--- src/rtl/retospect_bitstream_loader_if.sv ---
// rtl/retospect_bitstream_loader_if.sv - host word port of the config-chain loader
interface retospect_bitstream_loader_if #(
    parameter int WORD_W = 8
) ();
    logic              wr_valid;
    logic [WORD_W-1:0] wr_data;
    logic              wr_ready;
    logic              rd_valid;
    logic [WORD_W-1:0] rd_data;

    modport master (output wr_valid, wr_data, input wr_ready, rd_valid, rd_data);
    modport slave  (input wr_valid, wr_data, output wr_ready, rd_valid, rd_data);
endinterface

--- src/rtl/retospect_bitstream_loader.sv ---
// rtl/retospect_bitstream_loader.sv - serialises host words into the config chain and captures readback
module retospect_bitstream_loader #(
    parameter int CHAIN_LEN    = 998,
    parameter int WORD_W       = 8,
    parameter int NNRST_CYCLES = 2
) (
    input  logic                         clk,
    input  logic                         rst_n,
    input  logic                         start,
    input  logic                         abort,
    retospect_bitstream_loader_if.slave  host,
    output logic                         config_en,
    output logic                         bs_out,
    input  logic                         bs_ret,
    output logic                         reset_nn,
    output logic                         busy,
    output logic                         done
);
    localparam int CNT_W = $clog2(CHAIN_LEN + 1);
    localparam int IDX_W = (WORD_W > 1) ? $clog2(WORD_W) : 1;
    localparam int NN_W  = (NNRST_CYCLES > 1) ? $clog2(NNRST_CYCLES) : 1;

    typedef enum logic [2:0] {IDLE, LOAD_WAIT, SHIFT, NNRST, FIN} state_t;

    state_t            state, state_n;
    logic [CNT_W-1:0]  bit_cnt, cnt_n;
    logic [IDX_W-1:0]  bit_idx, idx_n;
    logic [WORD_W-1:0] sh, sh_n;
    logic [WORD_W-1:0] rb, rb_n;
    logic [NN_W-1:0]   nn_cnt, nn_n;
    logic              bs_n, rd_valid_n;
    logic              wr_ready_q, rd_valid_q;

    assign host.wr_ready = wr_ready_q;
    assign host.rd_valid = rd_valid_q;
    assign host.rd_data  = rb;

    always_comb begin
        state_n    = state;
        cnt_n      = bit_cnt;
        idx_n      = bit_idx;
        sh_n       = sh;
        rb_n       = rb;
        nn_n       = nn_cnt;
        rd_valid_n = 1'b0;
        case (state)
            IDLE: begin
                if (start) begin
                    state_n = LOAD_WAIT;
                    cnt_n   = '0;
                end
            end
            LOAD_WAIT: begin
                if (host.wr_valid && wr_ready_q) begin
                    state_n = SHIFT;
                    sh_n    = host.wr_data;
                    idx_n   = '0;
                end
            end
            SHIFT: begin
                sh_n  = sh >> 1;
                idx_n = bit_idx + IDX_W'(1);
                cnt_n = bit_cnt + CNT_W'(1);
                // bs_ret is the tail bit before this cycle's shift; first bit of a word starts a fresh readback word
                rb_n = (bit_idx == '0) ? '0 : rb;
                rb_n[bit_idx] = bs_ret;
                if (bit_cnt == CNT_W'(CHAIN_LEN - 1)) begin
                    state_n    = NNRST;
                    nn_n       = '0;
                    rd_valid_n = 1'b1;
                end else if (bit_idx == IDX_W'(WORD_W - 1)) begin
                    state_n    = LOAD_WAIT;
                    rd_valid_n = 1'b1;
                end
            end
            NNRST: begin
                if (nn_cnt == NN_W'(NNRST_CYCLES - 1)) state_n = FIN;
                else nn_n = nn_cnt + NN_W'(1);
            end
            FIN:     state_n = IDLE;
            default: state_n = IDLE;
        endcase
        if (abort) begin
            state_n    = IDLE;
            rd_valid_n = 1'b0;
        end
        bs_n = (state_n == SHIFT) ? sh_n[0] : 1'b0;
    end

    // All outputs are flopped from the next state so nothing reaches the chain combinationally
    always_ff @(posedge clk or negedge rst_n) begin
        if (!rst_n) begin
            state      <= IDLE;
            bit_cnt    <= '0;
            bit_idx    <= '0;
            sh         <= '0;
            rb         <= '0;
            nn_cnt     <= '0;
            config_en  <= 1'b0;
            bs_out     <= 1'b0;
            reset_nn   <= 1'b0;
            busy       <= 1'b0;
            done       <= 1'b0;
            wr_ready_q <= 1'b0;
            rd_valid_q <= 1'b0;
        end else begin
            state      <= state_n;
            bit_cnt    <= cnt_n;
            bit_idx    <= idx_n;
            sh         <= sh_n;
            rb         <= rb_n;
            nn_cnt     <= nn_n;
            config_en  <= (state_n == SHIFT);
            bs_out     <= bs_n;
            reset_nn   <= (state_n == NNRST);
            busy       <= (state_n != IDLE);
            done       <= (state_n == FIN);
            wr_ready_q <= (state_n == LOAD_WAIT);
            rd_valid_q <= rd_valid_n;
        end
    end
endmodule
--- src/flat_wrapper.sv ---
// flat-port wrapper written by rule: the top's interface ports become plain ports
module retospect_bitstream_loader_flat 
#(
    parameter int CHAIN_LEN    = 998,
    parameter int WORD_W       = 8,
    parameter int NNRST_CYCLES = 2
)
  (clk, rst_n, start, abort, config_en, bs_out, bs_ret, reset_nn, busy, done, host_wr_valid, host_wr_data, host_wr_ready, host_rd_valid, host_rd_data);
  retospect_bitstream_loader_if #(.WORD_W(WORD_W)) host_i ();
  input  logic clk;
  input  logic rst_n;
  input  logic start;
  input  logic abort;
  output logic config_en;
  output logic bs_out;
  input  logic bs_ret;
  output logic reset_nn;
  output logic busy;
  output logic done;
  input wire logic [$bits(host_i.wr_valid)-1:0] host_wr_valid;
  input wire logic [$bits(host_i.wr_data)-1:0] host_wr_data;
  output wire logic [$bits(host_i.wr_ready)-1:0] host_wr_ready;
  output wire logic [$bits(host_i.rd_valid)-1:0] host_rd_valid;
  output wire logic [$bits(host_i.rd_data)-1:0] host_rd_data;
  assign host_i.wr_valid = host_wr_valid;
  assign host_i.wr_data = host_wr_data;
  assign host_wr_ready = host_i.wr_ready;
  assign host_rd_valid = host_i.rd_valid;
  assign host_rd_data = host_i.rd_data;
  retospect_bitstream_loader #(.CHAIN_LEN(CHAIN_LEN), .WORD_W(WORD_W), .NNRST_CYCLES(NNRST_CYCLES)) u_core (.clk(clk), .rst_n(rst_n), .start(start), .abort(abort), .host(host_i), .config_en(config_en), .bs_out(bs_out), .bs_ret(bs_ret), .reset_nn(reset_nn), .busy(busy), .done(done));
endmodule
--- config.mk ---
export PLATFORM = sky130hd
export DESIGN_NAME = retospect_bitstream_loader_flat
export DESIGN_NICKNAME = d
export VERILOG_FILES = /design/src/rtl/retospect_bitstream_loader_if.sv /design/src/rtl/retospect_bitstream_loader.sv /design/src/flat_wrapper.sv
export SDC_FILE = /design/constraint.sdc
export NUM_CORES = 1
export LEC_CHECK = 0
export CAP_MARGIN = 5
export CORE_AREA = 4 4 68 70
export CTS_BUF_LIST = sky130_fd_sc_hd__clkbuf_4
export CTS_CLUSTER_SIZE = 28
export DETAILED_ROUTE_END_ITERATION = 8
export DIE_AREA = 0 0 72 74
export GPL_ROUTABILITY_DRIVEN = 0
export PLACE_DENSITY = 0.76
export SLEW_MARGIN = 30
export SYNTH_ARGS = -nofsm -noshare
export SYNTH_HDL_FRONTEND = slang
export SYNTH_SLANG_ARGS = --single-unit
--- constraint.sdc ---
create_clock -name clk -period 1.6 [get_ports clk]
set_input_delay 0.16 -clock clk [delete_from_list [all_inputs] [get_ports clk]]
set_output_delay 0.16 -clock clk [all_outputs]
set_load 0.005 [all_outputs]
==> results.cfg, run 1 <==
[global_route]
grt_overflow = 0
grt_pass1_wl_mm = 6.89
grt.total_usage_pct = 16.9
antenna_found_initial = 0
grt_pass1_vias = 1500
grt_max_degree = 25

[setup_path]
path_class = register to register
reg2reg_to = u_core.host.wr_ready
cp.arrival_ns = 1.84
critPathLaunchType = register
rrSetupSlack_ns = 0.0004
timing.rr.start = u_core.bit_cnt[1]
worstRegToRegCells = 6
critPathCaptureType = register
required_ns = 1.84
path_max_fanout = 3

[detailed_routing]
wirelength_mm = 4.31
drc = 0
drt_iter0_markers = 121
ant_nets = 0
vias_per_cell = 5.43
avgRoutedWirePerCell_um = 14.6
drtPass1Iterations = 5
routed-via-count = 1595

[clock_network]
insertion_delay_ns = 0.35
htree_levels = 2
clk_pin_slew_ns = 0.12
clock_sinks = 40
clockBufferDepth = 2
cts_made_buffers = 5
cts-root-buf = clkbuf_4
cts_tree = done

[logic_synthesis]
yosys_register_bits = 40
synthTopCellsByArea = dfrtp_1, nand2_1, o21ai_0
synth_edf_count = 0
synth_fp_nets = 212
synthTopCellsByCount = dfrtp_1, nand2_1, o21ai_0
synthArstFlopShare_pct = 100
ys_warn_count = 0
avgSynthCellArea_um2 = 10.0
synth.most_common_cell = dfrtp_1
netlist_area_um2 = 1940
ys_types = 48
synth.top_cell.area_share_pct = 51.6
ys_seq_area_share_pct = 51.6
postSynthCellCount = 193
synth-main-ff-cell = dfrtp_1
synth_top_cell_by_area = dfrtp_1

[final_layout]
drive_gt1_share_pct = 23.0
multiInputGateArea_um2 = 928
ff_latch_area_um2 = 1000
fin_util_pct = 65.8
antennaDiodeCount = 0
nets = 262
syn_to_final_growth_pct = 34.7
n_fill_cell = 333
fin_area_um2 = 2610

[run_status]
status = completed

[timing]
setup_viol = 0
rsz0062_at_grt = true
fin_worst_skew_ns = 0.0152
drv_slew = 0
fin_ws_ns = 0.000443
post-route-period-util_pct = 100
tightest_slew_ns = 0.453
post-route-min-period_ns = 1.60
hold_violations = 0
slew_headroom_pct = 69.8
max_clock_freq_ghz = 0.625

[floorplan]
core_um2 = 3970
die_w_um = 72
io_pins = 29
dieArea_um2 = 5330
start_util_pct = 48.8
die_h_um = 74
num_rows = 23

[place]
dpl.hpwl_mm = 2.95
post-place-ws_ns = -0.0354
numPortBuffers = 28
postPlaceCellArea_um2 = 2390

[hold_path]
min_path_type = input port to async pin

[power_and_ir_drop]
ir_drop_mv = 0.539
power.density_nw_per_um2 = 1180
p_leak_nw = 1.15

[flow_run]
maxCapViolCount = 0
[per-stage QoR]
| step | hold slack (ns) | total power [mW] | std cells | setup TNS, ns |
|---|---|---|---|---|
| after global routing | 0.290 | 3.31 | 294 | -0.348 |
| final | 0.269 | 3.09 | 294 | 0 |
| after global placement | 0.125 | 2.37 | 279 | -0.000807 |
| after CTS | 0.268 | 3.07 | 288 | 0 |
| after detailed placement | 0.132 | 2.41 | 279 | -0.0448 |
| after floorplan | -0.136 | 1.93 | 193 | 0 |
[where the power goes]
part           switching (mW)  internal, mW
combinational           0.507         0.549
sequential              0.140          1.24
clock                   0.325         0.319
total                   0.973          2.11
[worst max path at each step]
stage	startpoint	to	cells past startpoint
2_1_floorplan	u_core.state[1]	u_core.bit_cnt[4]	5
4_1_cts	u_core.state[1]	u_core.bit_cnt[9]	5
6_report	u_core.bit_cnt[1]	u_core.host.wr_ready	6
5_1_grt	u_core.state[2]	u_core.bit_cnt[7]	5
3_5_place_dp	start	u_core.bit_cnt[2]	5
3_3_place_gp	start	u_core.bit_cnt[4]	5
[what timing repair did]
action                                  in CTS  in global routing
hold buffers                                 1                  0
setup buffers                                0                  5
hold endpoints to repair                    18                  0
pin swaps                                    0                  4
gates resized for setup                      2                 16
endpoints found under the setup margin       4                 15
gates cloned                                 0                  1
[flip-flops by register name, summed over array words and instances, names as in the netlist, 3 cells and up]
name / cells
u_core.state: 3
u_core.bit_idx: 3
u_core.host.rd_data: 8
u_core.bit_cnt: 10
u_core.sh: 8
[layer usage]
layer | routed length (um) | track usage [%] | vias up
li1 | - | - | 796
met1 | 2000 | 21.7 | 763
met2 | 2070 | 26.4 | 30
met3 | 151 | 4.32 | 6
met4 | 84 | 9.39 | 0
met5 | 0 | 0 | -
[cell type report]
cell class              instances  share of cell area (%)
flip-flops and latches         40                    38.5
multi-input cells             137                    35.5
repair buffers                 54                    20.0
well taps                      50                    2.39
clock buffers                   5                    1.44
clock inverters                 3                    1.44
inverters                       5                   0.718
[layout by cell type, fill, tap and decap left out, types with 2 or more instances in the layout]
| master | Yosys | final |
|---|---|---|
| o211ai_1 | 3 | 3 |
| buf_6 | 0 | 2 |
| dfrtp_1 | 40 | 37 |
| a31oi_1 | 3 | 3 |
| nor3_2 | 0 | 2 |
| and3_1 | 5 | 5 |
| a22oi_1 | 6 | 6 |
| buf_4 | 3 | 20 |
| nor2_1 | 11 | 11 |
| inv_1 | 5 | 5 |
| clkdlybuf4s50_1 | 0 | 27 |
| nor2b_1 | 3 | 3 |
| nand2_1 | 30 | 30 |
| o21ai_0 | 15 | 14 |
| o21ai_1 | 4 | 5 |
| a21oi_1 | 3 | 2 |
| buf_12 | 0 | 2 |
| nand3_1 | 5 | 5 |
| mux2i_1 | 2 | 2 |
| o31ai_2 | 1 | 2 |
| o31ai_1 | 7 | 6 |
| nand2b_1 | 4 | 3 |
| nand4_1 | 3 | 3 |
| ha_1 | 5 | 4 |
| clkinv_1 | 0 | 2 |
| clkbuf_4 | 0 | 5 |
| dfrtp_2 | 0 | 3 |
| a22o_1 | 2 | 2 |
[worst max-delay path: stages, from the launching register on]
cell,delay [ns]
dfrtp_1,0.40
inv_1,0.06
ha_1,0.13
nand4b_1,0.14
or3_4,0.39
o21a_4,0.22
nor3b_2,0.15
[cell families after synthesis]
logic type               synth area share (%)
AND/OR/NAND/NOR                          21.2
flip-flops                               51.6
adder cells (fa/ha/maj)                  3.23
AO/OA/AOI/OAI                            19.0
multiplexers                             1.03
buffers and inverters                    3.87
No activity file was read; power rests on OpenSTA's default activity.
==> inputs of run 2 (changes only) <==
- CORE_AREA: 4 4 68 70 -> 4 4 64 66
- DIE_AREA: 0 0 72 74 -> 0 0 68 70
- PLACE_DENSITY: 0.76 -> 0.82
- clock period: 1.6 -> 1.7 ns (I/O delays scaled with it)
==> results.cfg, run 2 (synthesis gave the netlist of run 1 again) <==
[run_status]
status = completed

[clock_network]
cts_tree = done
htree_levels = 2
clockBufferDepth = 2
insertion_delay_ns = 0.35
cts-root-buf = clkbuf_4
clock_sinks = 40
cts_made_buffers = 5
clk_pin_slew_ns = 0.12

[setup_path]
cp.depth = 7
worstRegToRegCells = 7
path_class = register to register
path_buf_inv = 1
slowest_stage = dfrtp_1
reg2reg_to = u_core.bs_out
rrSetupSlack_ns = 0.02
cp_top_family = adder cells
critPathLaunchType = register
required_ns = 1.99
worstPathCellList = ha_1 -> ha_2 -> nand2b_1 -> a21oi_1 -> a211oi_2 -> buf_4 -> and4_1
timing.rr.start = u_core.bit_idx[0]
path_max_fanout = 6
cp.arrival_ns = 1.97
slowest_delay_ns = 0.42
critPathCaptureType = register

[detailed_routing]
drc = 0
ant_nets = 0
drt_iter0_markers = 175
wl_met3_um = 151
vias_per_cell = 5.63
avgRoutedWirePerCell_um = 14.5
top_layer_used = met4
wirelength_mm = 4.09
route.met2.wl_mm = 2.01
wl_met1_mm = 1.88
routed-via-count = 1588
drtPass1Iterations = 4

[place]
numPortBuffers = 28
post-place-cells = 271
dpl.hpwl_mm = 2.91

[timing]
max_clock_freq_ghz = 0.594
setup_viol = 0
tightest_slew_ns = 0.442
drv_slew = 0
post-route-period-util_pct = 99.1
setup_tns_ns = 0
post-route-min-period_ns = 1.68
hold_violations = 0
slew_headroom_pct = 70.5
fin_worst_skew_ns = 0.0169

[global_route]
antenna_found_initial = 0
grt_max_degree = 24
grt.total_usage_pct = 19.3
grt_pass1_wl_mm = 7.13
grt_overflow = 0
grt_pass1_vias = 1547

[power_and_ir_drop]
sw_frac_of_total_pct = 31.4
p_comb_share_pct = 33.1
p_int_mw = 1.99
ir_drop_mv = 0.953
p_switching_mw = 0.912
pwr-share-clk_pct = 21.7
totalPowerFinal_mw = 2.90
seqPwrFrac_pct = 45.2
power.density_nw_per_um2 = 1180
p_leak_nw = 1.09

[final_layout]
top_register = u_core.bit_cnt
fin_util_pct = 68.7
n_fill_cell = 296
final_cell_count_no_fill = 282
nets = 252
antennaDiodeCount = 0
drive_gt1_share_pct = 17.5
syn_to_final_growth_pct = 26.7
largest_reg_flops = 10
layout_commonest_cell = dfrtp_1
most-common-layout-cells = dfrtp_1, nand2_1, clkdlybuf4s50_1

[floorplan]
start_util_pct = 54.2
num_rows = 22
io_pins = 29
die_w_um = 68
core_um2 = 3580
die_h_um = 70
dieArea_um2 = 4760

[hold_path]
min_path_type = input port to async pin

[flow_run]
maxCapViolCount = 0
==> run 2: worst reg2reg max path, stage by stage (launching register included) <==
cell and delay (ns):
dfrtp_1 0.42, ha_1 0.22, ha_2 0.20, nand2b_1 0.12, a21oi_1 0.09, a211oi_2 0.22, buf_4 0.17, and4_1 0.19
==> run 2: cell type report <==
| cell class | count | area [um^2] | share of cell area, % |
|---|---|---|---|
| clock buffer | 6 | 45.0 | 1.83 |
| clock inverter | 2 | 35.0 | 1.43 |
| inverter | 5 | 18.8 | 0.764 |
| multi-input combinational | 137 | 883 | 35.9 |
| sequential | 40 | 1000 | 40.9 |
| tap | 48 | 60.1 | 2.44 |
| timing repair buffer | 44 | 410 | 16.7 |
==> run 2: metal layers <==
layer,vias to the layer above,global-route usage [%]
li1,780,-
met1,768,26.5
met2,35,30.5
met3,5,4.02
met4,0,5.30
met5,-,0
==> run 2: worst max path at each step <==
stage | slack [ns] | from | end
2_1_floorplan | 0.17 | u_core.state[1] | u_core.bit_cnt[4]
3_3_place_gp | 0.1 | start | u_core.bit_cnt[4]
3_5_place_dp | 0.07 | start | u_core.bit_cnt[2]
4_1_cts | 0.04 | u_core.bit_idx[0] | u_core.bs_out
5_1_grt | -0.08 | u_core.bit_idx[0] | u_core.bs_out
6_report | 0.02 | u_core.bit_idx[0] | u_core.bs_out
==> run 2: power groups by stage <==
stage / registers [mW] / logic, mW / clock network, mW
after global routing: 1.35 / 1.10 / 0.698
final: 1.31 / 0.959 / 0.630
after detailed placement: 1.33 / 0.911 / 0
after floorplan: 1.31 / 0.502 / 0
after CTS: 1.31 / 0.926 / 0.641
after global placement: 1.32 / 0.894 / 0
==> run 2: stage by stage <==
| step | setup slack, ns | instance area (um^2) | hold slack, ns |
|---|---|---|---|
| final | 0.0153 | 2460 | 0.282 |
| after global routing | -0.0770 | 2460 | 0.295 |
| after CTS | 0.0432 | 2420 | 0.288 |
| after detailed placement | 0.0703 | 2330 | 0.134 |
| after global placement | 0.0965 | 2330 | 0.135 |
| after floorplan | 0.169 | 1940 | -0.126 |
==> run 2: timing repair <==
action / CTS / global route
resized for setup: 0 / 8
buffers inserted: 0 / 2
hold endpoints to repair: 17 / 0
endpoints found under the setup margin: 0 / 6
hold buffers: 1 / 0
